<file path="src/rtl/mempool_pkg.sv">
// Shared types and constants for the MemPool wake-up unit.
// Build option: MEMPOOL_WAKE_UP_COUNTER_EN chooses multi-bit pending counters
// instead of one coalescing pending bit per core (see mempool_wake_up_core).
package mempool_pkg;

  localparam int unsigned NumCoresPerTile = 4;
  localparam int unsigned NumGroups       = 4;

  // Wide enough for any core, tile or group index of a realistic cluster.
  localparam int unsigned ReqIdWidth      = 16;

  typedef enum logic [1:0] {
    WakeCore  = 2'd0,
    WakeTile  = 2'd1,
    WakeGroup = 2'd2,
    WakeAll   = 2'd3
  } wake_mode_e;

  typedef struct packed {
    wake_mode_e              mode;
    logic [ReqIdWidth-1:0]   id;
  } wake_req_t;

  typedef enum logic [1:0] {
    CoreIdle  = 2'd0,
    CorePulse = 2'd1,
    CoreWait  = 2'd2
  } core_state_e;

endpackage

</file>
<file path="src/rtl/mempool_wake_up_core.sv">
// Per-core wake-up slice: pending counter, wake FSM and registered pulse.
// Build option: MEMPOOL_WAKE_UP_COUNTER_EN defined gives a PendWidth-bit
// counter with a sticky overflow flag; undefined gives a single pending bit
// where repeated wakes coalesce and overflow stays 0.
//
// state     | meaning
// ----------+-----------------------------------------------------------
// CoreIdle  | no pulse in flight; pulse when pending and core sits in WFI
// CorePulse | wake_up_o high for this one cycle; one pending wake consumed
// CoreWait  | pulse delivered; wait for the core to leave WFI before rearming
module mempool_wake_up_core
  import mempool_pkg::*;
#(
  parameter int unsigned PendWidth = 3
) (
  input  logic clk_i,
  input  logic rst_ni,
  input  logic inc_i,
  input  logic wfi_i,
  output logic wake_up_o,
  output logic overflow_o
);

`ifdef MEMPOOL_WAKE_UP_COUNTER_EN
  localparam bit CounterEn = 1'b1;
`else
  localparam bit CounterEn = 1'b0;
`endif

  localparam int unsigned CntWidth = CounterEn ? PendWidth : 1;
  localparam logic [CntWidth-1:0] PendMax = '1;

  core_state_e         state_q;
  logic [CntWidth-1:0] pend_q;
  logic                wake_q;
  logic                ovf_q;
  logic                dec;
  logic                sat;

  // The pulse cycle is the one that consumes a pending wake.
  assign dec = (state_q == CorePulse);
  assign sat = inc_i && !dec && (pend_q == PendMax);

  // FSM, pending counter and sticky overflow, all registered.
  always_ff @(posedge clk_i) begin
    if (!rst_ni) begin
      state_q <= CoreIdle;
      pend_q  <= '0;
      wake_q  <= 1'b0;
      ovf_q   <= 1'b0;
    end else begin
      case (state_q)
        CoreIdle: begin
          if ((pend_q != '0) && wfi_i) begin
            state_q <= CorePulse;
            wake_q  <= 1'b1;
          end
        end
        CorePulse: begin
          state_q <= CoreWait;
          wake_q  <= 1'b0;
        end
        CoreWait: begin
          if (!wfi_i) state_q <= CoreIdle;
        end
        default: begin
          state_q <= CoreIdle;
          wake_q  <= 1'b0;
        end
      endcase

      if (inc_i && !dec) begin
        if (pend_q != PendMax) pend_q <= pend_q + 1'b1;
      end else if (dec && !inc_i) begin
        pend_q <= pend_q - 1'b1;
      end

      if (CounterEn && sat) ovf_q <= 1'b1;
    end
  end

  assign wake_up_o  = wake_q;
  assign overflow_o = ovf_q;

endmodule

</file>
<file path="src/rtl/mempool_wake_up_unit.sv">
// MemPool cluster wake-up unit: decodes software wake requests into a core
// mask, merges it with the external wake lines and feeds one
// mempool_wake_up_core per core. Overflow is the OR of all cores.
// Build option: MEMPOOL_WAKE_UP_COUNTER_EN (counter vs single pending bit).
module mempool_wake_up_unit #(
  parameter int unsigned NumCores        = 256,
  parameter int unsigned NumCoresPerTile = mempool_pkg::NumCoresPerTile,
  parameter int unsigned NumGroups       = mempool_pkg::NumGroups,
  parameter int unsigned PendWidth       = 3
) (
  input  logic                        clk_i,
  input  logic                        rst_ni,
  input  logic [NumCores-1:0]         wake_up_i,
  input  logic                        wake_req_valid_i,
  output logic                        wake_req_ready_o,
  input  logic [1:0]                  wake_req_mode_i,
  input  logic [$clog2(NumCores)-1:0] wake_req_id_i,
  input  logic [NumCores-1:0]         core_wfi_i,
  output logic [NumCores-1:0]         wake_up_o,
  output logic                        overflow_o
);
  import mempool_pkg::*;

  localparam int unsigned CoresPerGroup = NumCores / NumGroups;

  wake_req_t           req;
  logic                ready_q;
  logic                fire;
  logic [NumCores-1:0] sel;
  logic [NumCores-1:0] inc;
  logic [NumCores-1:0] ovf;

  assign req.mode = wake_mode_e'(wake_req_mode_i);
  assign req.id   = ReqIdWidth'(wake_req_id_i);
  assign fire     = wake_req_valid_i & ready_q;

  // Target mask; an index past the last core/tile/group simply matches nothing.
  always_comb begin
    sel = '0;
    if (fire) begin
      for (int unsigned c = 0; c < NumCores; c++) begin
        case (req.mode)
          WakeCore:  sel[c] = (req.id == ReqIdWidth'(c));
          WakeTile:  sel[c] = (req.id == ReqIdWidth'(c / NumCoresPerTile));
          WakeGroup: sel[c] = (req.id == ReqIdWidth'(c / CoresPerGroup));
          WakeAll:   sel[c] = 1'b1;
          default:   sel[c] = 1'b0;
        endcase
      end
    end
  end

  // Requests are always accepted once out of reset.
  always_ff @(posedge clk_i) begin
    if (!rst_ni) ready_q <= 1'b0;
    else         ready_q <= 1'b1;
  end

  assign wake_req_ready_o = ready_q;
  assign inc              = wake_up_i | sel;

  for (genvar g = 0; g < NumCores; g++) begin : gen_core
    mempool_wake_up_core #(
      .PendWidth (PendWidth)
    ) i_core (
      .clk_i      (clk_i),
      .rst_ni     (rst_ni),
      .inc_i      (inc[g]),
      .wfi_i      (core_wfi_i[g]),
      .wake_up_o  (wake_up_o[g]),
      .overflow_o (ovf[g])
    );
  end

  assign overflow_o = |ovf;

endmodule

</file>
<file path="config.mk">
export PLATFORM = sky130hd
export DESIGN_NAME = mempool_wake_up_unit
export DESIGN_NICKNAME = d
export VERILOG_FILES = /design/src/rtl/mempool_pkg.sv /design/src/rtl/mempool_wake_up_core.sv /design/src/rtl/mempool_wake_up_unit.sv
export SDC_FILE = /design/constraint.sdc
export NUM_CORES = 2
export LEC_CHECK = 0
export CAP_MARGIN = 20
export CORE_UTILIZATION = 45
export CTS_CLUSTER_DIAMETER = 30
export DETAILED_ROUTE_END_ITERATION = 10
export HOLD_SLACK_MARGIN = 0.15
export PLACE_DENSITY = 0.78
export SLEW_MARGIN = 20
export SYNTH_ARGS = -nofsm -noshare
export SYNTH_HDL_FRONTEND = slang
export SYNTH_SLANG_ARGS = --single-unit
</file>
<file path="constraint.sdc">
create_clock -name clk_i -period 3.6 [get_ports clk_i]
set_input_delay 0.72 -clock clk_i [delete_from_list [all_inputs] [get_ports clk_i]]
set_output_delay 0.72 -clock clk_i [all_outputs]
set_load 0.01 [all_outputs]
</file>
# --- After elaboration in Yosys (flattened, before gate mapping) ---
# Cells that the tools add are included.
word_totals:
  reg_bits: 1025
  input_bits: 525
  wordCells: 7435
classes:
  n_addsub: 512
  eq_ne: 1282
  mux: 2306
  bitwise: 258
  reduce_logical: 2308
op_table:
  columns: ["op", "n"]
  rows:
  - ["2-bit case mux with 3 select lines", 256]
  - ["1-bit 2-to-1 mux", 1025]
  - ["8-bit equality test (second input constant)", 128]
  - ["2-bit 2-to-1 mux", 512]
  - ["2-bit AND reduction", 512]
  - ["1-bit case mux with 4 select lines", 252]
  - ["1-bit logical AND", 768]
  - ["2-bit equality test (second input constant)", 258]
  - ["2-bit by 1-bit equality test with 1-bit output (second input constant)", 257]
  - ["2-bit zero test", 257]
  - ["1-bit case mux with 2 select lines", 257]
  - ["8-bit by 7-bit equality test with 1-bit output (second input constant)", 64]
  - ["1-bit zero test", 512]
  - ["2-bit by 1-bit != test with 1-bit output (second input constant)", 256]
  - ["2-bit != test (second input constant)", 256]
  - ["2-bit nonzero test", 256]
  - ["1-bit adder (second input constant)", 256]
  - ["8-bit by 6-bit equality test with 1-bit output (second input constant)", 32]
  - ["256-bit 2-to-1 mux", 1]
  - ["1-bit NOT", 256]
  - ["256-bit bitwise OR", 1]
  - ["1-bit subtractor (second input constant)", 256]
  - ["8-bit by 5-bit equality test with 1-bit output (second input constant)", 16]
  - ["8-bit by 4-bit equality test with 1-bit output (second input constant)", 8]
  - ["other kinds (8)", 14]

# --- Logic depth before layout (Yosys ltp) ---
depth:
  word_depth: 9
  depth_mapped: 11
  ltp_nobuf: 10

# --- Modules after synthesis ---
# Synthesis repeated with hierarchy kept, for this count alone.
hier_totals:
  hier_cells: 5762
  area_unflattened_um2: 50455.9
by_module_without_submodules:
  columns: ["mod", "n_inst", "cells_each", "area_per_inst_um2", "seq_area_each_um2"]
  rows:
  - ["mempool_wake_up_core", 256, 19, 175.2, 80.1]
  - ["mempool_wake_up_unit", 1, 898, 5612.9, 20.0]

# --- Worst setup path after synthesis ---
# No wires, ideal clock.
synth_path:
  path_kind: "input to register"
  from: "input port wake_req_mode_i[0]"
  to: "register gen_core[152].i_core.pend_q"
  setup_time_ns: 0.119
  arrival_ns: 2.681
  required_ns: 3.481
  setup_slack_ns: 0.800
  path_stages: 11
  path_buffers: 1
  cell_sequence: "inv_1 ha_1 or2_2 a31oi_1 buf_4 o22ai_2 a21o_1 ha_1 inv_1 o21ai_0 a21oi_1"
synth_via:
  elab_chain_len: 7
  word_cells_on_any_way: 12
  classes_between: "eq/ne: 3; mux: 3; bitwise: 1; reduce/logical: 5"
synth_lines:
  columns: ["element", "line", "text"]
  rows:
  - ["start, declared", "mempool_wake_up_unit.sv:16", "input logic [1:0] wake_req_mode_i,"]
  - ["2-bit equality test, or another cell as far along", "mempool_wake_up_unit.sv:42", "case (req.mode)"]
  - ["1-bit case mux with 4 select lines (*)", "mempool_wake_up_unit.sv:42", null]
  - ["256-bit 2-to-1 mux (*)", "mempool_wake_up_unit.sv:40", "if (fire) begin"]
  - ["256-bit bitwise OR (*)", "mempool_wake_up_unit.sv:60", "assign inc = wake_up_i | sel;"]
  - ["1-bit zero test", "mempool_wake_up_core.sv:74", "end else if (dec && !inc_i) begin"]
  - ["1-bit logical AND", "mempool_wake_up_core.sv:74", null]
  - ["2-bit nonzero test (no line)", null, null]
  - ["end signal, assigned", "mempool_wake_up_core.sv:73", "if (pend_q != PendMax) pend_q <= pend_q + 1'b1;"]
  - ["end signal, assigned", "mempool_wake_up_core.sv:75", "pend_q <= pend_q - 1'b1;"]
  - ["end, declared", "mempool_wake_up_core.sv:34", "logic [CntWidth-1:0] pend_q;"]
# Every way passes the cells marked *; elsewhere a longest branch is shown, timed or not.
# A chain may end at the register's enable or synchronous reset.

# --- Worst setup path in the final report ---
layout_path:
  from: "input port wake_req_mode_i[1]"
  to: "register gen_core[225].i_core.pend_q"
layout_via:
  elab_chain_len: 7
  word_cells_on_any_way: 12
  classes_between: "eq/ne: 3; mux: 3; bitwise: 1; reduce/logical: 5"
layout_lines:
  columns: ["element", "line"]
  rows:
  - ["2-bit equality test, or another cell as far along", "mempool_wake_up_unit.sv:42"]
  - ["1-bit case mux with 4 select lines (*)", "mempool_wake_up_unit.sv:42"]
  - ["256-bit 2-to-1 mux (*)", "mempool_wake_up_unit.sv:40"]
  - ["256-bit bitwise OR (*)", "mempool_wake_up_unit.sv:60"]
  - ["1-bit zero test", "mempool_wake_up_core.sv:74"]
  - ["1-bit logical AND", "mempool_wake_up_core.sv:74"]
  - ["2-bit nonzero test (no line)", null]
  - ["end signal, assigned", "mempool_wake_up_core.sv:73"]
  - ["end signal, assigned", "mempool_wake_up_core.sv:75"]
  - ["end, declared", "mempool_wake_up_core.sv:34"]
# Marks and branches as above.

==> results.ini <==
[run_status]
status = completed

[clock_network]
cts_buffers = 216
cts_setup_buffers = 0
clock-sinks = 1025
cts_max_level = 4
clk-insertion-delay-late_ns = 0.80
cts_hold_buf = 0
post_cts_resized = 0
clockRootBuffer = clkbuf_16
cts_tree = built
clk_path_buf_depth = 3
clkTransAtPathRegs_ns = 0.05

[final_layout]
syn_to_final_growth_pct = 35.60
drive_gt1_share_pct = 11.00
postLayoutCellArea_um2 = 63460
layout_commonest_cell = dfxtp_1
nets = 6940
final_cell_mix = 1025 x dfxtp_1, 780 x clkdlybuf4s50_1, 731 x o21ai_0

[die]
fp.coreArea_um2 = 102500
dieArea_um2 = 105300
chipWidth_um = 324.5
pin_count = 783
die_h_um = 324.5
start_util_pct = 45.67
row_count = 117

[placed_design]
dpl.hpwl_um = 132100
io_buffers = 781
gp_congestion = 0.9369
place_area_um2 = 55450

[synth]
ys_warn_count = 0
synth.avg_cell_area_um2 = 8.600
synth_simple_gate_area_share_pct = 19.74
synth_top_family_by_area = compound AO/OA/AOI/OAI gates
seq_area_frac_synth_pct = 43.85
synth-xor-area-share_pct = 0
synth-compound-area-share_pct = 21.08
syn_nets = 6228
postSynth.asyncResetShare_pct = 0
yosys_register_bits = 1025
netlist_area_um2 = 46800
synthAdderAreaFrac_pct = 6.978
synthFlopType = dfxtp_1
synth_edf_count = 0
ys_types = 36
synth_cells = 5442
synthMuxAreaShare_pct = 0

[route]
first_pass_iters = 6
vias_per_cell = 5.435
num_vias = 42199
drc = 0
dr.first_iter.drc_count = 3001
wl_per_cell_um = 22.84
postRouteAntennaNets = 0
drt_wl_total_um = 177300

[run]
max-cap-violations = 0

[worst_setup_path]
startpoint_type = primary input
critical_path_peak_fanout = 4
crit_type = primary input to register
cp_slowest_stage_delay_ns = 0.59
endpoint_kind = register
cp_data_required_time_ns = 4.26
crit_chain = clkdlybuf4s50_1, inv_1, ha_4, or2_2, a31oi_4, buf_12, buf_4, o22ai_1, buf_4, a21o_1, ha_1, inv_1, o21ai_0, a21oi_1
crit_path_top_delay_cell = clkdlybuf4s50_1
cp.arrival_ns = 3.68

[global_routing]
grt_max_degree = 108
grt_pass1_wl_um = 256000
grt_pass1_vias = 40644
grt-ovfl-total = 0
grt.total_usage_pct = 32.48
antenna_found_initial = 100

[timing]
drv_slew = 0
fin_hold_ws_ns = 0.3907
worst_pin_slew_ns = 1.065
timing.fmax_mhz = 331.4
fin_crit_sh_pct = 83.82
final-hold-violation-count = 0
period_minus_slack_ns = 3.018
setup-violations-final = 0
finClkSkew_ns = 0.03295
relSlewSlack_pct = 28.98
rsz0062_at_grt = no

[min_path]
hold_class = primary input to register

[pwr]
pwr_density_cell_nw_per_um2 = 600.0
clkPwrFrac_pct = 55.4
swShare_pct = 25.07
leakage_nw = 26.89
seq_power_share_pct = 33.7
p_switching_mw = 9.547
combPwrFrac_pct = 11.0
irDropWorstVdd_v = 0.0005439
internal-power_mw = 28.53

-- Yosys cell counts (all sizes together) (2+ instances only) --
master,instances,share of area (%)
a21boi,125,2.0
a21o,339,5.4
a21oi,259,2.8
a31o,75,1.4
a31oi,4,0.094
and2,133,1.8
and4b,12,0.26
buf,282,4.4
clkbuf,167,1.3
dfxtp,1025,44
ha,261,7.0
inv,325,2.6
nand2,332,2.7
nand2b,256,3.4
nand3,220,2.4
nand3b,94,1.5
nand4,7,0.094
nor2,447,3.6
nor2b,207,2.8
nor4,2,0.040
nor4b,61,1.2
o21ai,731,7.8
o21bai,5,0.080
o22ai,66,1.5
or2,2,0.027
-- final cells by class --
cell class,instances,area [um2]
Antenna cell,52,130.1
Clock inverter,136,1951
Tap cell,1368,1712
Multi-Input combinational cell,3643,22510
Clock buffer,273,5929
Sequential cell,1025,20520
Timing Repair Buffer,943,9489
Fill cell,8367,39010
Inverter,325,1220
-- power groups by stage --
stage	clock network [mW]	registers [mW]	logic (mW)
floorplan	0	12.8	2.46
global placement	0	13.0	3.97
detailed placement	0	13.0	4.09
CTS	21.2	12.8	4.16
global route	21.9	12.9	4.55
finish	21.1	12.8	4.18
-- worst max-delay path: cells and delay by family --
family                   cells  cell delay [ns]
AO/OA/AOI/OAI                5             0.83
adder cells (fa/ha/maj)      2             0.48
buffers and inverters        6             1.24
AND/OR/NAND/NOR              1             0.39
-- cell families (layout without fill, tap and decap cells) --
logic type / Yosys count / count (layout)
and+or+nand+nor: 1776 / 1776
adders and majority gates: 261 / 261
other: 1 / 53
buffers and inverters: 774 / 1677
DFF: 1025 / 1025
AOI/OAI and AO/OA: 1605 / 1605
-- metrics by stage --
stage / setup TNS, ns / utilization [%] / setup slack, ns / power (mW) / instances
6_report: 0 / 61.93 / 0.5825 / 38.08 / 7765
5_1_grt: 0 / 61.87 / 0.5445 / 39.36 / 7741
4_1_cts: 0 / 61.80 / 0.6766 / 38.21 / 7713
3_5_place_dp: -4.412 / 54.11 / -0.1249 / 17.09 / 7304
3_3_place_gp: -0.1861 / 54.11 / -0.03604 / 16.93 / 7304
2_1_floorplan: 0 / - / 0.7997 / 15.28 / 5442
-- layer usage --
| metal | wire length (um) | share of wire [%] | GRT usage, % | vias to the layer above |
|---|---|---|---|---|
| met5 | 580 | 0.33 | 0 | - |
| met4 | 7180 | 4.0 | 14.21 | 90 |
| met3 | 19080 | 11 | 12.84 | 451 |
| met2 | 79570 | 45 | 51.28 | 1697 |
| met1 | 70910 | 40 | 38.89 | 19958 |
| li1 | - | - | - | 20003 |
-- path summary, 6_finish.rpt --
path / startpoint / to / slack (ns) / cells after the start
worst max-delay path: wake_req_mode_i[1] / gen_core[225].i_core.pend_q / 0.58 / 14
worst min-delay path: rst_ni / gen_core[241].i_core.pend_q / 0.39 / 3
worst max register to register: wake_req_ready_o / gen_core[58].i_core.pend_q / 1.10 / 9
worst min register to register: gen_core[130].i_core.state_q[1] / gen_core[130].i_core.state_q[0] / 0.42 / 1
-- flip-flops by register name (all words and copies together), names as in the netlist --
signal	cells
gen_core.i_core.pend_q	256
gen_core.i_core.state_q	512
wake_req_ready_o	1
gen_core.i_core.wake_up_o	256
(Power assumes the default switching activity.)
